[src/rtl/line_cmd_tx.sv]
// line_cmd_tx: UART (8N1) sender of one display-line frame: 'L', row byte, then RAM payload bytes.
// Latency: first start bit 1 cycle after accepted start; 10*UART_TICKS_PER_BIT cycles per byte, 2-cycle RAM fetch gap per payload byte.
// Backpressure: none; start is only accepted in IDLE and is dropped while busy. Option: LINE_CMD_TX_CHECKSUM_EN appends an XOR checksum byte.
module line_cmd_tx #(
    parameter int UART_TICKS_PER_BIT_SIZE = 7,
    parameter logic [UART_TICKS_PER_BIT_SIZE-1:0] UART_TICKS_PER_BIT = 7'd65,
    parameter int PAYLOAD_BYTES = 64,
    parameter int ADDR_WIDTH    = 12,
    parameter int ROW_WIDTH     = 5
) (
    input  logic                  clk_in,
    input  logic                  reset,
    input  logic                  start,
    input  logic [ROW_WIDTH-1:0]  row,
    input  logic [ADDR_WIDTH-1:0] base_addr,
    output logic [ADDR_WIDTH-1:0] ram_address,
    output logic                  ram_read_en,
    input  logic [7:0]            ram_data_in,
    output logic                  busy,
    output logic                  done,
    output logic                  tx_out
);

    localparam int TW = UART_TICKS_PER_BIT_SIZE;
    localparam int IW = $clog2(PAYLOAD_BYTES + 1);
    localparam logic [TW-1:0] TICK_LAST = UART_TICKS_PER_BIT - TW'(1);
    localparam logic [IW-1:0] IDX_LAST  = IW'(PAYLOAD_BYTES - 1);
    localparam logic [7:0]    CMD_BYTE  = 8'h4C;

    typedef enum logic [2:0] {
        IDLE  = 3'd0,
        CMD   = 3'd1,
        ROW   = 3'd2,
        FETCH = 3'd3,
        DATA  = 3'd4,
        CSUM  = 3'd5,
        FIN   = 3'd6
    } state_t;

    state_t                state, state_next;
    logic [TW-1:0]         tick;
    logic [3:0]            bit_cnt;
    logic [7:0]            shift;
    logic [IW-1:0]         idx;
    logic [ADDR_WIDTH-1:0] base_q;
    logic [ROW_WIDTH-1:0]  row_q;
    logic                  fetch_ph;
    logic                  bit_end;
    logic                  byte_end;
    logic                  last_byte;
    logic [7:0]            row_byte;
`ifdef LINE_CMD_TX_CHECKSUM_EN
    logic [7:0]            csum;
`endif

    assign bit_end   = (tick == TICK_LAST);
    assign byte_end  = bit_end && (bit_cnt == 4'd9);
    assign last_byte = (idx == IDX_LAST);
    assign row_byte  = 8'(row_q);

    // State register.
    always_ff @(posedge clk_in) begin
        if (!reset) begin
            state <= IDLE;
        end else begin
            state <= state_next;
        end
    end

    // Next-state sequencing and status decode; busy drops in FIN alongside done.
    always_comb begin
        state_next = state;
        busy       = 1'b0;
        done       = 1'b0;
        case (state)
            IDLE: begin
                if (start) state_next = CMD;
            end
            CMD: begin
                busy = 1'b1;
                if (byte_end) state_next = ROW;
            end
            ROW: begin
                busy = 1'b1;
                if (byte_end) state_next = FETCH;
            end
            FETCH: begin
                busy = 1'b1;
                if (fetch_ph) state_next = DATA;
            end
            DATA: begin
                busy = 1'b1;
                if (byte_end) begin
                    if (!last_byte) begin
                        state_next = FETCH;
                    end else begin
`ifdef LINE_CMD_TX_CHECKSUM_EN
                        state_next = CSUM;
`else
                        state_next = FIN;
`endif
                    end
                end
            end
            CSUM: begin
                busy = 1'b1;
                if (byte_end) state_next = FIN;
            end
            FIN: begin
                done       = 1'b1;
                state_next = IDLE;
            end
            default: state_next = IDLE;
        endcase
    end

    // Serializer, payload fetch and frame bookkeeping; each new byte's start bit is
    // driven on the same edge that ends the previous stop bit so bytes run back-to-back.
    always_ff @(posedge clk_in) begin
        if (!reset) begin
            tx_out      <= 1'b1;
            ram_read_en <= 1'b0;
            ram_address <= '0;
            tick        <= '0;
            bit_cnt     <= '0;
            shift       <= '0;
            idx         <= '0;
            base_q      <= '0;
            row_q       <= '0;
            fetch_ph    <= 1'b0;
`ifdef LINE_CMD_TX_CHECKSUM_EN
            csum        <= '0;
`endif
        end else begin
            ram_read_en <= 1'b0;
            case (state)
                IDLE: begin
                    if (start) begin
                        base_q  <= base_addr;
                        row_q   <= row;
                        idx     <= '0;
                        shift   <= CMD_BYTE;
                        tx_out  <= 1'b0;
                        tick    <= '0;
                        bit_cnt <= '0;
                    end
                end
                FETCH: begin
                    // Phase 0 is the read-strobe cycle; data is on ram_data_in in phase 1.
                    if (!fetch_ph) begin
                        fetch_ph <= 1'b1;
                    end else begin
                        fetch_ph <= 1'b0;
                        shift    <= ram_data_in;
                        tx_out   <= 1'b0;
                        tick     <= '0;
                        bit_cnt  <= '0;
`ifdef LINE_CMD_TX_CHECKSUM_EN
                        csum     <= csum ^ ram_data_in;
`endif
                    end
                end
                CMD, ROW, DATA, CSUM: begin
                    if (!bit_end) begin
                        tick <= tick + TW'(1);
                    end else begin
                        tick <= '0;
                        if (bit_cnt != 4'd9) begin
                            bit_cnt <= bit_cnt + 4'd1;
                            if (bit_cnt == 4'd8) begin
                                tx_out <= 1'b1;
                            end else begin
                                tx_out <= shift[0];
                                shift  <= {1'b0, shift[7:1]};
                            end
                        end else begin
                            bit_cnt <= '0;
                            if (state == DATA) idx <= idx + IW'(1);
                            case (state_next)
                                ROW: begin
                                    shift  <= row_byte;
                                    tx_out <= 1'b0;
`ifdef LINE_CMD_TX_CHECKSUM_EN
                                    csum   <= row_byte;
`endif
                                end
                                FETCH: begin
                                    ram_read_en <= 1'b1;
                                    ram_address <= base_q + ADDR_WIDTH'((state == DATA) ? idx + IW'(1) : idx);
                                    fetch_ph    <= 1'b0;
                                end
`ifdef LINE_CMD_TX_CHECKSUM_EN
                                CSUM: begin
                                    shift  <= csum;
                                    tx_out <= 1'b0;
                                end
`endif
                                default: ;
                            endcase
                        end
                    end
                end
                default: ;
            endcase
        end
    end

endmodule
[config.mk]
export PLATFORM = sky130hd
export DESIGN_NAME = line_cmd_tx
export DESIGN_NICKNAME = d
export VERILOG_FILES = /design/src/rtl/line_cmd_tx.sv
export SDC_FILE = /design/constraint.sdc
export NUM_CORES = 1
export LEC_CHECK = 0
export ABC_CLOCK_PERIOD_IN_PS = 3100
export BUFFER_PORTS_ARGS = -buffer_cell sky130_fd_sc_hd__buf_2
export CAP_MARGIN = 20
export CORE_MARGIN = 8
export CORE_UTILIZATION = 30
export DETAILED_ROUTE_END_ITERATION = 10
export PLACE_DENSITY = 0.5
export SYNTH_ARGS = -nofsm -noshare
export SYNTH_HDL_FRONTEND = slang
export SYNTH_SLANG_ARGS = --single-unit
export TNS_END_PERCENT = 10
[constraint.sdc]
create_clock -name clk_in -period 3.1 [get_ports clk_in]
set_input_delay 0.155 -clock clk_in [delete_from_list [all_inputs] [get_ports clk_in]]
set_output_delay 0.155 -clock clk_in [all_outputs]
set_load 0.005 [all_outputs]
==> results of run 1 <==
-- state kept, by name, indices dropped and copies added (netlist names) --
register	flops
base_q	12
bit_cnt	4
fetch_ph	1
idx	7
ram_address	12
ram_read_en	1
row_q	5
shift	8
state	3
tick	7
tx_out	1
-- stage by stage --
step / utilization / cells / setup TNS (ns) / instance area [µm²]
3_5_place_dp: 0.3369 / 592 / 0 / 3797
3_3_place_gp: 0.3369 / 592 / 0 / 3797
2_1_floorplan: - / 418 / -0.08613 / 3420
4_1_cts: 0.3611 / 608 / 0 / 4070
6_report: 0.3620 / 608 / 0 / 4080
5_1_grt: 0.3620 / 608 / 0 / 4080
-- routing by layer --
| metal | GRT usage | wire length (µm) |
|---|---|---|
| met2 | 0.1719 | 3582 |
| met3 | 0.03542 | 284 |
| met4 | 0.05484 | 133 |
| met1 | 0.1595 | 4364 |
| met5 | 0 | 0 |
-- timing repair --
item | CTS | global route
setup endpoints to repair | 0 | 3
resized for setup | 0 | 2
endpoints found under the hold margin | 0 | 0
-- layout make-up --
cell class	count	area (µm²)	area share
repair buffers	53	290.3	0.07114
clock inverters	1	5.005	0.001227
clock buffers	15	267.8	0.06562
inverters	11	41.29	0.01012
well taps	143	178.9	0.04385
multi-input cells	324	2076	0.5087
flip-flops and latches	61	1221	0.2993
-- power groups by stage --
stage | logic (W) | clock network, W | registers (W)
2_1_floorplan | 0.000125 | 0 | 0.000840
3_3_place_gp | 0.000176 | 0 | 0.000845
3_5_place_dp | 0.000178 | 0 | 0.000846
4_1_cts | 0.000179 | 0.000953 | 0.000829
5_1_grt | 0.000200 | 0.000993 | 0.000833
6_report | 0.000176 | 0.000927 | 0.000830
-- critical path, stage by stage (launching register included) --
cell	delay, ns
dfxtp_1	0.30
nor2_1	0.13
nand2_1	0.18
xnor2_1	0.18
ha_1	0.21
fa_1	0.41
a21o_1	0.18
a21oi_1	0.22
o21bai_1	0.13
a2111oi_2	0.49
or3_1	0.18
o211ai_1	0.08
-- path summary, 6_finish.rpt --
check,cells after the start,to,startpoint
worst min register to register,2,shift[4],shift[4]
worst max-delay path,11,ram_address[8],state[0]
worst max register to register,11,ram_address[8],state[0]
worst min-delay path,3,row_q[4],row[4]
-- synthesized netlist by cell type (all sizes together), types with 9 or more instances --
master  number  area (µm²)
a21boi      20       150.1
a21oi       14       70.07
clkbuf      20       75.07
dfxtp       61        1221
ha          14       175.2
inv         11       41.29
mux2i       18       180.2
nand2       86       322.8
nand3        9       50.05
nor2        23       86.33
nor2b        9       56.30
o21ai       20       100.1
xor2        14       122.6
-- cell families after synthesis --
logic type / after synthesis / share of synthesized area
xor+xnor: 22 / 0.05639
fa+ha+maj: 15 / 0.05712
buf+inv: 33 / 0.03881
mux: 19 / 0.05602
simple gates: 172 / 0.2402
compound gates: 96 / 0.1941
flops: 61 / 0.3574
==> results.yml, run 1 <==
outcome:
  status: "finished, final reports clean"
detailed_routing:
  drtPass1Iterations: 4
  wl_um: 8365
  drtAntennaViolNets: 0
  drt-initial-drc-count: 156
  wl_per_cell_um: 13.76
  route.detailed.vias_per_inst: 4.914
  route.detailed.drc: 0
  routed-via-count: 2988
final_layout:
  layout-drive-gt1-share: 0.1591
  final_cell_mix: "86 x nand2_1, 61 x dfxtp_1, 43 x buf_2"
  final_common_cell: "nand2_1"
  diodes: 0
  fill_cells: 1184
  syn_to_final_growth_pct: 19.41
  nNetsFinal: 503
floorplan:
  die_y_um: 122.7
  rows: 39
  die_w_um: 122.7
  pin_count: 44
  dieArea_um2: 15060
  coreArea_um2: 11270
  initial_core_util: 0.3031
pwr:
  clkPwrFrac: 0.480
  p_total_w: 0.001933
  pwr-share-comb: 0.091
  p_sw_w: 0.0004667
  leakage_nw: 1.693
  ir_worst_vdd_v: 0.0001945
  switching_share: 0.2415
  power_frac_seq: 0.429
  internal_power_w: 0.001466
  power.density_nw_per_um2: 473.7
timing:
  hold_viol_final: 0
  period_share: 0.9115
  slew_headroom: 0.5371
  drv_slew: 0
  period_needed_ns: 2.826
  skew_ns: 0.008908
  worstMarginPinSlew_ns: 0.6943
  hold_ws_ns: 0.07294
  worst_slack_ns: 0.2743
  max_freq_mhz: 353.9
  rsz0062_at_grt: "false"
  setup_viol: 0
worst_setup_path:
  crit_path_end_kind: "flip-flop"
  arrival_ns: 3.03
  worst-setup-path-type: "flip-flop to flip-flop"
  path_max_fanout: 6
  crit_required_ns: 3.30
  start_kind: "flip-flop"
  rrSetupSlack_ns: 0.27
clock_tree:
  cts_hold_buffers: 0
  clock_path_buffers: 2
  cts_tree: "yes"
  insertion_delay_ns: 0.33
  cts-root-buf: "clkbuf_16"
  cts_buffers: 9
  clk_pin_slew_ns: 0.05
  clock_sinks: 61
  htreeDepth: 3
  post_cts_buffers: 0
global_route:
  grt_max_degree: 41
  grt_pass1_wl_um: 14320
  grt_pass1_vias: 2946
  grt_use_total: 0.1192
  antenna_found_initial: 0
  grt_overflow: 0
synthesis:
  ys_async_sr_fraction: 0
  ys_ff_latch: 61
  ys.warnings.count: 0
  synth-seq-area-share: 0.3574
  syn_inst: 418
  synthDistinctLibCells: 55
  syn_area_per_cell_um2: 8.175
  synth_edf_count: 0
  syn_nets: 461
  ys.flop_type: "dfxtp_1"
  synth_area_um2: 3417
job:
  drv_cap: 0
placement:
  hpwl_um: 6076
  routabilityCongestion: 0.8301
  port-buffer-count: 43
  preCtsSetupSlack_ns: 0.1260
min_path:
  hp-class: "input port to flip-flop"
No activity file was read; power rests on OpenSTA's default activity.
==> run 2: changes to the inputs <==
--- a/config.mk
+++ b/config.mk
@@ -13,4 +13,5 @@
 export DETAILED_ROUTE_END_ITERATION = 10
 export PLACE_DENSITY = 0.5
+export SLEW_MARGIN = 10
 export SYNTH_ARGS = -nofsm -noshare
 export SYNTH_HDL_FRONTEND = slang
==> constraint.sdc (replaced) <==
create_clock -name clk_in -period 3.1 [get_ports clk_in]
set_input_delay 0 -clock clk_in [delete_from_list [all_inputs] [get_ports clk_in]]
set_output_delay 0 -clock clk_in [all_outputs]
set_load 0.005 [all_outputs]
==> run 2 against run 1 <==
- sequential cell count did not move
- critical path depth fell by 1
- via count rose by 1.6%
- power rose by 9.7%
- first-iteration DRC count fell by 33%
- count of clock-buffer cells in the layout fell by 2
- core utilization rose by 2.2 points
- non-clock buffer count rose by 20
- register-to-register slack barely moved
==> results.yml, run 2 (same netlist as run 1, synthesis figures left out) <==
global_route:
  grt_overflow: 0
  antenna_found_initial: 0
  grtUsageMet1: 0.1587
  grt_max_degree: 43
  grt_pass1_wl_um: 14340
  grt_pass1_vias: 2938
  grt_use_total: 0.1180
  gr-usage-met3: 0.02760
  met2_usage: 0.1753
  busiest_layer: "met2"
outcome:
  status: "finished, final reports clean"
worst_setup_path:
  crit_required_ns: 3.35
  worst-setup-path-type: "flip-flop to flip-flop"
  r2r_start: "idx[0]"
  cp-startpoint: "idx[0]"
  arrival_ns: 3.08
  start_kind: "flip-flop"
  reg2reg_depth: 10
  path_max_fanout: 6
  crit_path_end_kind: "flip-flop"
placement:
  hpwl_um: 6163
  port-buffer-count: 43
  routabilityCongestion: 0.8441
  preCtsSetupSlack_ns: 0.2582
  placed_cell_area_um2: 3812
clock_tree:
  insertion_delay_ns: 0.33
  cts_tree: "yes"
  clock_sinks: 61
  clock_path_buffers: 2
  htreeDepth: 3
  cts_buffers: 9
  clk_pin_slew_ns: 0.05
  cts-root-buf: "clkbuf_16"
  post_cts_buffers: 0
timing:
  period_share: 0.9135
  setup_viol: 0
  period_needed_ns: 2.832
  max_freq_mhz: 353.1
  hold_viol_final: 0
  drv_slew: 0
  slew_headroom: 0.5112
  setup_tns_ns: 0
  rsz0062_at_grt: "false"
  skew_ns: 0.008282
  worst_slack_ns: 0.2680
  worstMarginPinSlew_ns: 0.7332
final_layout:
  fin_util: 0.3839
  final_common_cell: "nand2_1"
  diodes: 0
  final_cell_mix: "85 x nand2_1, 61 x dfxtp_1, 43 x buf_2"
  reg_top3: "base_q x12, ram_address x12, shift x8"
  nNetsFinal: 523
  layout-drive-gt1-share: 0.1608
  final_cell_area_um2: 4328
  syn_to_final_growth_pct: 26.66
detailed_routing:
  route.detailed.vias_per_inst: 4.834
  drtAntennaViolNets: 0
  drt-initial-drc-count: 104
  wl_per_cell_um: 13.55
  drtPass1Iterations: 4
  wl_um: 8509
  routed-via-count: 3036
  route.detailed.drc: 0
pwr:
  ir_worst_vdd_v: 0.0002506
  leakage_nw: 1.798
  p_total_w: 0.002121
  power.density_nw_per_um2: 490.0
min_path:
  hp-class: "input port to flip-flop"
  hold_start: "ram_data_in[4]"
  whs_path_depth: 5
floorplan:
  die_w_um: 122.7
  initial_core_util: 0.3031
  rows: 39
  pin_count: 44
  dieArea_um2: 15060
  die_y_um: 122.7
  coreArea_um2: 11270
job:
  drv_cap: 0
[run 2: changes by cell type in the layout (fill, tap and decap cells not counted), sizes merged]
| cell | change |
|---|---|
| dlygate4sd3 | +18 |
| buf | +2 |
| clkinvlp | +1 |
| clkbuf | -2 |
| bufinv | +2 |
| clkinv | -1 |
[run 2: power breakdown]
group	internal (W)	leakage (nW)	switching (W)
registers	0.000810	0.496	0.0000205
logic	0.0000872	1.15	0.000107
clock network	0.000748	0.156	0.000348
[run 2: metal layers]
metal  part of all wire  vias to the layer above
li1                   -                     1584
met5                  0                        -
met1               0.52                     1388
met3              0.031                       12
met2               0.43                       52
met4              0.020                        0
[run 2: worst paths after layout]
| check | endpoint | slack [ns] |
|---|---|---|
| hold / removal | shift[4] | 0.05 |
| setup / recovery | ram_address[8] | 0.27 |
| hold reg to reg | shift[4] | 0.46 |
| setup reg to reg | ram_address[8] | 0.27 |
[run 2: layout make-up]
| cell class | instances | area [µm²] |
|---|---|---|
| clock inverter | 3 | 67.56 |
| multi-input combinational | 324 | 2073 |
| tap | 143 | 178.9 |
| timing repair buffer | 73 | 485.5 |
| fill | 1160 | 6944 |
| clock buffer | 13 | 260.3 |
| inverter | 11 | 41.29 |
| sequential | 61 | 1221 |
[run 2: through the flow]
stage / hold slack [ns] / cells
after floorplan: 0.1449 / 418
after global placement: 0.2520 / 594
after detailed placement: 0.2600 / 594
after CTS: 0.04814 / 628
after global routing: 0.08426 / 628
final: 0.04544 / 628
[run 2: worst max-delay path, stage by stage, from the launching register on]
cell       delay [ns]
dfxtp_1          0.42
ha_1             0.27
mux2_2           0.29
fa_1             0.44
a21o_1           0.17
a21oi_1          0.21
o21bai_1         0.13
a2111oi_1        0.39
buf_4            0.19
o2111ai_1        0.12
o211ai_1         0.13
[run 2: timing repair]
item / in CTS / in global routing
endpoints found under the setup margin: 0 / 3
hold buffers: 18 / 0
gates resized for setup: 0 / 2
endpoints found under the hold margin: 18 / 0
